File: src/rtl/iob_master_pkg.sv
// rtl/iob_master_pkg.sv - shared state encoding and default timing constants for iob_master
package iob_master_pkg;

    localparam int EDIV_DEF = 10;
    localparam int TMO_DEF  = 255;

    typedef enum logic [2:0] {
        ST_IDLE,
        ST_ADDR,
        ST_STRB,
        ST_WAIT,
        ST_VMA,
        ST_TERM,
        ST_RECOV
    } iob_state_e;

endpackage

File: src/rtl/iob_master_if.sv
// rtl/iob_master_if.sv - FSB-side request and 68k-style peripheral bus signals of iob_master
interface iob_master_if;

    logic IOREQ;
    logic IORW;
    logic IOL;
    logic IOU;
    logic IOACT;
    logic IOBERR;
    logic nDTACK;
    logic nVPA;
    logic nBERR;
    logic nAS;
    logic nLDS;
    logic nUDS;
    logic nVMA;
    logic E;
    logic nDoutOE;
    logic nDinLE;

    modport master (
        input  IOREQ, IORW, IOL, IOU, nDTACK, nVPA, nBERR,
        output IOACT, IOBERR, nAS, nLDS, nUDS, nVMA, E, nDoutOE, nDinLE
    );

    modport slave (
        output IOREQ, IORW, IOL, IOU, nDTACK, nVPA, nBERR,
        input  IOACT, IOBERR, nAS, nLDS, nUDS, nVMA, E, nDoutOE, nDinLE
    );

endinterface

File: src/rtl/iob_sync.sv
// rtl/iob_sync.sv - two-flop synchronizer for one asynchronous peripheral input
module iob_sync #(
    parameter logic RST_VAL = 1'b1
) (
    input  logic CLK,
    input  logic nRES,
    input  logic d_i,
    output logic q_o
);

    logic meta_q;
    logic sync_q;

    always_ff @(posedge CLK or negedge nRES) begin
        if (!nRES) begin
            meta_q <= RST_VAL;
            sync_q <= RST_VAL;
        end else begin
            meta_q <= d_i;
            sync_q <= meta_q;
        end
    end

    assign q_o = sync_q;

endmodule

File: src/rtl/iob_master.sv
// rtl/iob_master.sv - 68000-style peripheral bus cycle master with 6800 E/VMA support
module iob_master
    import iob_master_pkg::*;
#(
    parameter int EDIV = EDIV_DEF,
    parameter int TMO  = TMO_DEF
) (
    input  logic         CLK,
    input  logic         nRES,
    iob_master_if.master bus
);

    localparam int EW = $clog2(EDIV);
    localparam int TW = $clog2(TMO + 1);
    localparam logic [EW-1:0] ECNT_LAST = EW'(EDIV - 1);
    localparam logic [EW-1:0] ECNT_EHI  = EW'(EDIV - 4);
    localparam logic [EW-1:0] ECNT_VMA  = EW'(3);
    localparam logic [TW-1:0] TMO_LAST  = TW'(TMO - 1);

    logic dtack_n_s, vpa_n_s, berr_n_s;
    logic dtack_s, vpa_s, berr_s;

    iob_sync u_sync_dtack (.CLK(CLK), .nRES(nRES), .d_i(bus.nDTACK), .q_o(dtack_n_s));
    iob_sync u_sync_vpa   (.CLK(CLK), .nRES(nRES), .d_i(bus.nVPA),   .q_o(vpa_n_s));
    iob_sync u_sync_berr  (.CLK(CLK), .nRES(nRES), .d_i(bus.nBERR),  .q_o(berr_n_s));

    assign dtack_s = ~dtack_n_s;
    assign vpa_s   = ~vpa_n_s;
    assign berr_s  = ~berr_n_s;

    // E is registered from the next count so it is high exactly while Ecnt is in the top four slots
    logic [EW-1:0] ecnt_q, ecnt_d;
    logic          e_q;

    assign ecnt_d = (ecnt_q == ECNT_LAST) ? '0 : ecnt_q + EW'(1);

    always_ff @(posedge CLK or negedge nRES) begin
        if (!nRES) begin
            ecnt_q <= '0;
            e_q    <= 1'b0;
        end else begin
            ecnt_q <= ecnt_d;
            e_q    <= (ecnt_d >= ECNT_EHI);
        end
    end

    iob_state_e    state_q, state_d;
    logic          rd_q, rd_d;
    logic          iol_q, iol_d;
    logic          iou_q, iou_d;
    logic          err_q, err_d;
    logic [TW-1:0] tmo_q, tmo_d;
    logic          ioact_q, ioact_d;
    logic          ioberr_q, ioberr_d;
    logic          nas_q, nas_d;
    logic          nlds_q, nlds_d;
    logic          nuds_q, nuds_d;
    logic          nvma_q, nvma_d;
    logic          ndoutoe_q, ndoutoe_d;
    logic          ndinle_q, ndinle_d;

    always_ff @(posedge CLK or negedge nRES) begin
        if (!nRES) begin
            state_q   <= ST_IDLE;
            rd_q      <= 1'b0;
            iol_q     <= 1'b0;
            iou_q     <= 1'b0;
            err_q     <= 1'b0;
            tmo_q     <= '0;
            ioact_q   <= 1'b0;
            ioberr_q  <= 1'b0;
            nas_q     <= 1'b1;
            nlds_q    <= 1'b1;
            nuds_q    <= 1'b1;
            nvma_q    <= 1'b1;
            ndoutoe_q <= 1'b1;
            ndinle_q  <= 1'b1;
        end else begin
            state_q   <= state_d;
            rd_q      <= rd_d;
            iol_q     <= iol_d;
            iou_q     <= iou_d;
            err_q     <= err_d;
            tmo_q     <= tmo_d;
            ioact_q   <= ioact_d;
            ioberr_q  <= ioberr_d;
            nas_q     <= nas_d;
            nlds_q    <= nlds_d;
            nuds_q    <= nuds_d;
            nvma_q    <= nvma_d;
            ndoutoe_q <= ndoutoe_d;
            ndinle_q  <= ndinle_d;
        end
    end

    // Actions of a state are registered on its exit edge; IOBERR and nDinLE are single-cycle pulses
    always_comb begin
        state_d   = state_q;
        rd_d      = rd_q;
        iol_d     = iol_q;
        iou_d     = iou_q;
        err_d     = err_q;
        tmo_d     = tmo_q;
        ioact_d   = ioact_q;
        ioberr_d  = 1'b0;
        nas_d     = nas_q;
        nlds_d    = nlds_q;
        nuds_d    = nuds_q;
        nvma_d    = nvma_q;
        ndoutoe_d = ndoutoe_q;
        ndinle_d  = 1'b1;

        case (state_q)
            ST_IDLE: begin
                if (bus.IOREQ) begin
                    state_d   = ST_ADDR;
                    ioact_d   = 1'b1;
                    rd_d      = bus.IORW;
                    iol_d     = bus.IOL;
                    iou_d     = bus.IOU;
                    err_d     = 1'b0;
                    ndoutoe_d = bus.IORW;
                end
            end
            ST_ADDR: begin
                nas_d = 1'b0;
                if (rd_q) begin
                    nlds_d = ~iol_q;
                    nuds_d = ~iou_q;
                end
                state_d = ST_STRB;
            end
            ST_STRB: begin
                if (!rd_q) begin
                    nlds_d = ~iol_q;
                    nuds_d = ~iou_q;
                end
                tmo_d   = '0;
                state_d = ST_WAIT;
            end
            ST_WAIT: begin
                if (berr_s) begin
                    err_d   = 1'b1;
                    state_d = ST_TERM;
                end else if (dtack_s) begin
                    state_d = ST_TERM;
                end else if (vpa_s) begin
                    state_d = ST_VMA;
                end else if (tmo_q == TMO_LAST) begin
                    err_d   = 1'b1;
                    state_d = ST_TERM;
                end else begin
                    tmo_d = tmo_q + TW'(1);
                end
            end
            ST_VMA: begin
                // nVMA itself records that the E-synchronous phase has begun
                if (nvma_q && ecnt_q == ECNT_VMA) begin
                    nvma_d = 1'b0;
                end else if (!nvma_q && ecnt_q == ECNT_LAST) begin
                    state_d = ST_TERM;
                end
            end
            ST_TERM: begin
                ndinle_d = ~rd_q;
                nas_d    = 1'b1;
                nlds_d   = 1'b1;
                nuds_d   = 1'b1;
                nvma_d   = 1'b1;
                ioberr_d = err_q;
                state_d  = ST_RECOV;
            end
            ST_RECOV: begin
                ndoutoe_d = 1'b1;
                nvma_d    = 1'b1;
                ioact_d   = 1'b0;
                state_d   = ST_IDLE;
            end
            default: state_d = ST_IDLE;
        endcase
    end

    assign bus.IOACT   = ioact_q;
    assign bus.IOBERR  = ioberr_q;
    assign bus.nAS     = nas_q;
    assign bus.nLDS    = nlds_q;
    assign bus.nUDS    = nuds_q;
    assign bus.nVMA    = nvma_q;
    assign bus.E       = e_q;
    assign bus.nDoutOE = ndoutoe_q;
    assign bus.nDinLE  = ndinle_q;

endmodule
File: src/flat_wrapper.sv
// flat-port wrapper written by rule: the top's interface ports become plain ports
module iob_master_flat import iob_master_pkg::*;
#(
    parameter int EDIV = EDIV_DEF,
    parameter int TMO  = TMO_DEF
)
  (CLK, nRES, bus_IOREQ, bus_IORW, bus_IOL, bus_IOU, bus_nDTACK, bus_nVPA, bus_nBERR, bus_IOACT, bus_IOBERR, bus_nAS, bus_nLDS, bus_nUDS, bus_nVMA, bus_E, bus_nDoutOE, bus_nDinLE);
  iob_master_if bus_i ();
  input  logic CLK;
  input  logic nRES;
  input wire logic [$bits(bus_i.IOREQ)-1:0] bus_IOREQ;
  input wire logic [$bits(bus_i.IORW)-1:0] bus_IORW;
  input wire logic [$bits(bus_i.IOL)-1:0] bus_IOL;
  input wire logic [$bits(bus_i.IOU)-1:0] bus_IOU;
  input wire logic [$bits(bus_i.nDTACK)-1:0] bus_nDTACK;
  input wire logic [$bits(bus_i.nVPA)-1:0] bus_nVPA;
  input wire logic [$bits(bus_i.nBERR)-1:0] bus_nBERR;
  output wire logic [$bits(bus_i.IOACT)-1:0] bus_IOACT;
  output wire logic [$bits(bus_i.IOBERR)-1:0] bus_IOBERR;
  output wire logic [$bits(bus_i.nAS)-1:0] bus_nAS;
  output wire logic [$bits(bus_i.nLDS)-1:0] bus_nLDS;
  output wire logic [$bits(bus_i.nUDS)-1:0] bus_nUDS;
  output wire logic [$bits(bus_i.nVMA)-1:0] bus_nVMA;
  output wire logic [$bits(bus_i.E)-1:0] bus_E;
  output wire logic [$bits(bus_i.nDoutOE)-1:0] bus_nDoutOE;
  output wire logic [$bits(bus_i.nDinLE)-1:0] bus_nDinLE;
  assign bus_i.IOREQ = bus_IOREQ;
  assign bus_i.IORW = bus_IORW;
  assign bus_i.IOL = bus_IOL;
  assign bus_i.IOU = bus_IOU;
  assign bus_i.nDTACK = bus_nDTACK;
  assign bus_i.nVPA = bus_nVPA;
  assign bus_i.nBERR = bus_nBERR;
  assign bus_IOACT = bus_i.IOACT;
  assign bus_IOBERR = bus_i.IOBERR;
  assign bus_nAS = bus_i.nAS;
  assign bus_nLDS = bus_i.nLDS;
  assign bus_nUDS = bus_i.nUDS;
  assign bus_nVMA = bus_i.nVMA;
  assign bus_E = bus_i.E;
  assign bus_nDoutOE = bus_i.nDoutOE;
  assign bus_nDinLE = bus_i.nDinLE;
  iob_master #(.EDIV(EDIV), .TMO(TMO)) u_core (.CLK(CLK), .nRES(nRES), .bus(bus_i));
endmodule
File: config.mk
export PLATFORM = sky130hd
export DESIGN_NAME = iob_master_flat
export DESIGN_NICKNAME = d
export VERILOG_FILES = /design/src/rtl/iob_master_pkg.sv /design/src/rtl/iob_master_if.sv /design/src/rtl/iob_sync.sv /design/src/rtl/iob_master.sv /design/src/flat_wrapper.sv
export SDC_FILE = /design/constraint.sdc
export NUM_CORES = 1
export LEC_CHECK = 0
export ABC_AREA = 1
export ABC_CLOCK_PERIOD_IN_PS = 2000
export CAP_MARGIN = 20
export CORE_MARGIN = 10
export CORE_UTILIZATION = 38
export CTS_CLUSTER_DIAMETER = 30
export DETAILED_ROUTE_END_ITERATION = 8
export HOLD_SLACK_MARGIN = 0.08
export SYNTH_ARGS = -nofsm -noshare
export SYNTH_HDL_FRONTEND = slang
export SYNTH_SLANG_ARGS = --single-unit
File: constraint.sdc
create_clock -name CLK -period 2 [get_ports CLK]
set_input_delay 0.2 -clock CLK [delete_from_list [all_inputs] [get_ports CLK]]
set_output_delay 0.2 -clock CLK [all_outputs]
set_load 0.05 [all_outputs]
==> summary.txt, run 1 <==
Pwr
  • Power density cells: 1251 nW/um2
  • P_leak: 0.0009319 uW
  • Worst VDD drop: 0.7225 mV

Placement
  • Port bufs: 17
  • DP HPWL: 2.148 mm
  • Routability cong.: 0.7622
  • Cell count after placement: 253

Worst setup path
  • Slowest cell on crit path: clkdlybuf4s50_1
  • Setup CP Type: reg -> out
  • Max stage delay on crit path: 810 ps
  • Arr. time, crit path: 1630 ps
  • Worst Path Buf+Inv: 1
  • Cell family with most CP delay: buffers and inverters
  • Top fanout value on the critical path: 2
  • Nature of the critical path endpoint: output pin
  • CP startpoint kind: register
  • Worst EP required: 1800 ps
  • Worst R2R Path Depth: 10
  • Crit path depth: 1
  • Critical-path cell list: clkdlybuf4s50_1
  • Register-to-register path setup slack: 640 ps

Synth
  • Mux contribution to synthesized area: 0%
  • Synthesized netlist cell count: 186
  • Ys async rst share: 100.0%
  • Synth Area in Compound Gates: 5.152%
  • FF+latch count, synth: 34
  • Sequential share of the synthesized area: 54.02%
  • Post-Synth XOR/XNOR Area: 1.093%
  • Post-Synth Simple-Gate Area: 32.71%
  • Top area cells in the synthesized netlist: dfrtp_1 34%, dfstp_2 20%, nand2_1 15%, nor2_1 4.7%, inv_1 3.5%
  • Post-synthesis instance area: 1603 um2
  • Post-synth top cells: 63 x nand2_1, 22 x dfrtp_1, 20 x nor2_1
  • Largest family of logic cells by synthesized area: simple AND/OR/NAND/NOR gates
  • Yosys cell types: 27
  • Post-Syn Area per Cell: 8.617 um2
  • Synth warnings: 0
  • Top FF cell, synth: dfrtp_1
  • Top cell type's share of synthesized area: 34.35%
  • Cell accounting for the most synthesized area: dfrtp_1
  • Syn Nets: 197
  • Post-synth EDFFs: 0
  • Cell with the most instances after synthesis: nand2_1
  • Synth Area in Adders: 1.561%

Detailed routing
  • Remaining routing DRC violations: 0
  • Antenna Nets Post-Route: 0
  • Total wire length: 2.964 mm
  • Routed len/inst: 11.36 um
  • Vias per cell: 4.479
  • Via count: 1,169
  • First DRT Iteration DRCs: 40
  • Pre-antenna DRT Iters: 4

Floorplan
  • Die area: 7216 um2
  • Top Ports: 18
  • Core area: 4029 um2
  • Die H: 84.95 um
  • Die width: 84.95 um
  • Row count: 23
  • Initial core utilization: 39.78%

Finish
  • Layout Area Growth over Synthesis: 20.14%
  • Number of diodes: 0
  • Layout cells sized above 1: 18.48%
  • Reg with most FFs: u_core.tmo_q
  • Non-Filler Instances: 261
  • Max FFs per register: 8
  • Nets: 221
  • Largest regs: u_core.tmo_q: 8 flops, u_core.ecnt_q: 4 flops, u_core.state_q: 3 flops

STA
  • Worst rel slew slack: 65.91%
  • Max Fclk: 547.9 MHz
  • Worst-Margin Slew: 509.8 ps
  • Final number of setup-violating endpoints: 0
  • Period utilization: 91.26%
  • RSZ-0062 raised after global routing: false
  • Total negative setup slack: 0 ps
  • Final hold violations: 0
  • Clock Skew: 8.841 ps
  • Count of pins over their slew limit: 0
  • Final period demand of the worst path: 1825 ps

Clocking
  • Post-CTS setup buffer count: 0
  • CTS tree: yes
  • Num CTS Buffers: 5
  • Clock Tree Root: clkbuf_8
  • CTS resizes: 0
  • Clk_lat worst skew: 280 ps
  • Worst-path clk slew: 70 ps
  • Clock sink count: 34
  • # hold bufs at CTS: 0
  • H-tree depth: 2
  • CTS Buffer Depth: 2

Global route
  • Global-route wire length before repair: 5.250 mm
  • Initial antenna violation count: 0
  • GRT met1 Usage: 10.18%
  • Total track usage: 8.977%
  • Top Usage Layer GRT: met2
  • Met3 GRT Util: 4.589%
  • Met2 Track Usage GR: 13.76%
  • Pin count of the biggest net entering global routing: 35
  • Global route total overflow: 0
  • Vias in the first global route: 1,200

Worst hold path
  • Hold/Removal Path Class: in -> async

Job
  • MaxCap Viol Count: 0

Run status
  • Status: finished, final reports clean
placed cells by master, fill, tap and decap left out, drive strengths merged:
cell type	n
nand2	69
nand3b	2
inv	20
buf	1
xor2	1
nor2	25
dfrtp	22
a21oi	2
ha	2
nand4	2
a31oi	3
o21ai	7
or2	1
dfstp	12
o21bai	2
nand3	11
clkdlybuf4s50	17
xnor2	1
nor3	2
clkbuf	8
clkinv	1
metal layers:
layer  vias to the layer above  wire length, um
met2                        18             1360
met5                         -                0
met1                       518             1424
met3                         2              168
li1                        631                -
met4                         0               10
per-stage QoR:
stage | utilization [%] | worst slack (ps) | hold slack [ps] | power, uW | cell area [um2]
finish | 47.80 | 174.7 | 320.0 | 2410 | 1926
global route | 47.80 | 124.9 | 308.4 | 2588 | 1926
CTS | 47.80 | 161.2 | 323.9 | 2444 | 1926
detailed placement | 45.56 | 475.6 | 347.2 | 1912 | 1836
global placement | 45.56 | 486.0 | 345.8 | 1909 | 1836
floorplan | - | 774.6 | -95.59 | 1666 | 1603
final cells by class:
cell class,count,area (um2)
Inverter,21,80.08
Fill cell,395,2103
Clock buffer,8,90.09
Timing Repair Buffer,18,177.7
Sequential cell,34,865.8
Tap cell,50,62.56
Multi-Input combinational cell,130,649.4
kinds of logic (layout without fill, tap and decap cells):
group | Yosys count | in the layout
AO/OA/AOI/OAI | 14 | 14
XOR/XNOR | 2 | 2
adder cells (fa/ha/maj) | 2 | 2
buffers and inverters | 22 | 47
flip-flops | 34 | 34
AND/OR/NAND/NOR | 112 | 112
worst paths after layout:
path,startpoint,end
max,u_core.bus.nUDS,bus_nUDS
min in group CLK,bus_nDTACK,u_core.u_sync_dtack.meta_q
max reg2reg,u_core.tmo_q[0],u_core.tmo_q[5]
min reg2reg,u_core.u_sync_dtack.meta_q,u_core.u_sync_dtack.q_o
min,nRES,u_core.tmo_q[7]
max in group asynchronous,nRES,u_core.bus.nAS
worst register-to-register path, stage by stage (launching register included):
cell	delay, ps
dfrtp_1	410
inv_1	90
ha_1	140
nand2_1	60
nor2_2	130
nand2_4	90
nand2_2	80
nand2_2	80
nand2_4	110
nand2_1	70
nand2_1	60
power breakdown:
| group | internal (uW) | switching (uW) |
|---|---|---|
| combinational | 296 | 600 |
| sequential | 870 | 125 |
| clock | 281 | 238 |
(Power assumes the default switching activity.)
==> run 2: changes to the inputs <==
Settings changed: CTS_BUF_LIST from default to sky130_fd_sc_hd__clkbuf_8.
==> run 2 against run 1 <==
Effect of this change: global-route usage unchanged; clock power shrank 2%; largest power group unchanged; fmax hardly changed.
==> summary.txt, run 2 (synthesized netlist as in run 1, its figures left out) <==
Run status
  • Status: finished, final reports clean (unchanged)

Finish
  • Layout Area Growth over Synthesis: 20.14% (unchanged)
  • Reg with most FFs: u_core.tmo_q (unchanged)
  • Commonest non-fill, non-tap cells in the layout: 63 x nand2_1, 22 x dfrtp_1, 20 x nor2_1 (unchanged)
  • Commonest non-fill, non-tap cell in the layout: nand2_1 (unchanged)
  • Filler Cells Inserted: 395 (unchanged)
  • Max FFs per register: 8 (unchanged)
  • Nets: 221 (unchanged)
  • Register Area: 865.8 um2 (unchanged)
  • Layout cells sized above 1: 18.48% (unchanged)
  • Area of the multi-input gates: 649.4 um2 (unchanged)
  • Finished Cell Area: 1926 um2 (unchanged)
  • Number of diodes: 0 (unchanged)
  • Largest regs: u_core.tmo_q: 8 flops, u_core.ecnt_q: 4 flops, u_core.state_q: 3 flops (unchanged)

Clocking
  • Clk_lat worst skew: 280 ps (about the same)
  • Clock Tree Root: clkbuf_8 (unchanged)
  • Num CTS Buffers: 5 (unchanged)
  • CTS resizes: 0 (unchanged)
  • Post-CTS setup buffer count: 0 (unchanged)
  • CTS tree: yes (unchanged)
  • Worst-path clk slew: 70 ps (about the same)
  • Clock sink count: 34 (unchanged)
  • CTS Buffer Depth: 2 (unchanged)
  • # hold bufs at CTS: 0 (unchanged)
  • H-tree depth: 2 (unchanged)

Worst setup path
  • CP startpoint kind: register (unchanged)
  • Worst EP required: 1800 ps (about the same)
  • Critical-path cell list: clkdlybuf4s50_1 (unchanged)
  • Setup CP Type: reg -> out (unchanged)
  • Arr. time, crit path: 1630 ps (about the same)
  • Cell family with most CP delay: buffers and inverters (unchanged)
  • Worst Path Buf+Inv: 1 (unchanged)
  • Nature of the critical path endpoint: output pin (unchanged)
  • Top fanout value on the critical path: 2 (unchanged)
  • Slowest cell on crit path: clkdlybuf4s50_1 (unchanged)
  • Max stage delay on crit path: 810 ps (about the same)

Detailed routing
  • Routed len/inst: 11.36 um (about the same)
  • Antenna Nets Post-Route: 0 (unchanged)
  • Total wire length: 2.966 mm (was 2.964 mm)
  • First DRT Iteration DRCs: 40 (unchanged)
  • Via count: 1,171 (was 1,169)
  • Remaining routing DRC violations: 0 (unchanged)
  • Pre-antenna DRT Iters: 4 (unchanged)
  • Vias per cell: 4.487 (was 4.479)

STA
  • Period utilization: 91.30% (was 91.26%)
  • Count of pins over their slew limit: 0 (unchanged)
  • Max Fclk: 547.7 MHz (was 547.9 MHz)
  • Worst-Margin Slew: 509.8 ps (unchanged)
  • Final period demand of the worst path: 1826 ps (was 1825 ps)
  • Final hold violations: 0 (unchanged)
  • Hold WS: 320.3 ps (was 320.0 ps)
  • RSZ-0062 raised after global routing: false (unchanged)
  • Total negative setup slack: 0 ps (unchanged)
  • Final WS setup: 174.0 ps (was 174.7 ps)
  • Worst rel slew slack: 65.91% (unchanged)
  • Clock Skew: 8.841 ps (unchanged)
  • Final number of setup-violating endpoints: 0 (unchanged)

Floorplan
  • Initial core utilization: 39.78% (unchanged)
  • Die width: 84.95 um (unchanged)
  • Die H: 84.95 um (unchanged)
  • Top Ports: 18 (unchanged)
  • Core area: 4029 um2 (unchanged)
  • Row count: 23 (unchanged)
  • Die area: 7216 um2 (unchanged)

Placement
  • Routability cong.: 0.7622 (unchanged)
  • Cell Area, Placed: 1836 um2 (unchanged)
  • DP HPWL: 2.148 mm (unchanged)
  • Pre-CTS setup slack: 475.6 ps (unchanged)
  • Port bufs: 17 (unchanged)

Global route
  • Global-route wire length before repair: 5.250 mm (unchanged)
  • Initial antenna violation count: 0 (unchanged)
  • Total track usage: 8.977% (unchanged)
  • Global route total overflow: 0 (unchanged)
  • Vias in the first global route: 1,200 (unchanged)
  • Pin count of the biggest net entering global routing: 35 (unchanged)

Job
  • MaxCap Viol Count: 0 (unchanged)

Pwr
  • Worst VDD drop: 0.7225 mV (about the same)
  • P_leak: 0.0009402 uW (was 0.0009319 uW)
  • Power density cells: 1247 nW/um2 (was 1251 nW/um2)
  • Power, Total: 2401 uW (was 2410 uW)

Worst hold path
  • Hold/Removal Path Class: in -> async (unchanged)
run 2: path summary, 6_finish.rpt:
| kind | cells past startpoint | slack [ps] | end | from |
|---|---|---|---|---|
| setup / recovery | 1 | 170 | bus_nUDS | u_core.bus.nUDS |
| hold / removal | 2 | 320 | u_core.tmo_q[7] | nRES |
| setup reg to reg | 10 | 640 | u_core.tmo_q[5] | u_core.tmo_q[0] |
| hold reg to reg | 0 | 350 | u_core.u_sync_dtack.q_o | u_core.u_sync_dtack.meta_q |
| max in group asynchronous | 2 | 1340 | u_core.bus.nAS | nRES |
| min in group CLK | 1 | 330 | u_core.u_sync_dtack.meta_q | bus_nDTACK |
run 2: through the flow:
step                      instances  utilization [%]
final                           261            47.80
after global routing            261            47.80
after CTS                       261            47.80
after detailed placement        253            45.56
after global placement          253            45.56
after floorplan                 186                -
run 2: metal layers:
layer  up-vias  global-route usage, %  part of all wire [%]
met5         -                      0                     0
met4         0                  4.042                  0.34
met3         2                  4.589                   5.7
met2        18                  13.76                    46
met1       520                  10.18                    48
li1        631                      -                     -
run 2: power breakdown:
part / internal [uW] / switching (uW) / total [uW] / leakage (uW)
clock: 270 / 239 / 509 / 0.0000538
sequential: 870 / 125 / 995 / 0.000404
combinational: 296 / 600 / 897 / 0.000482
total: 1440 / 964 / 2400 / 0.000940
run 2: layout make-up:
class / count / area share, %
clock inverters: 2 / 0.3899
repair buffers: 18 / 9.227
well taps: 50 / 3.249
flip-flops and latches: 34 / 44.96
multi-input cells: 130 / 33.72
clock buffers: 6 / 4.288
inverters: 21 / 4.159
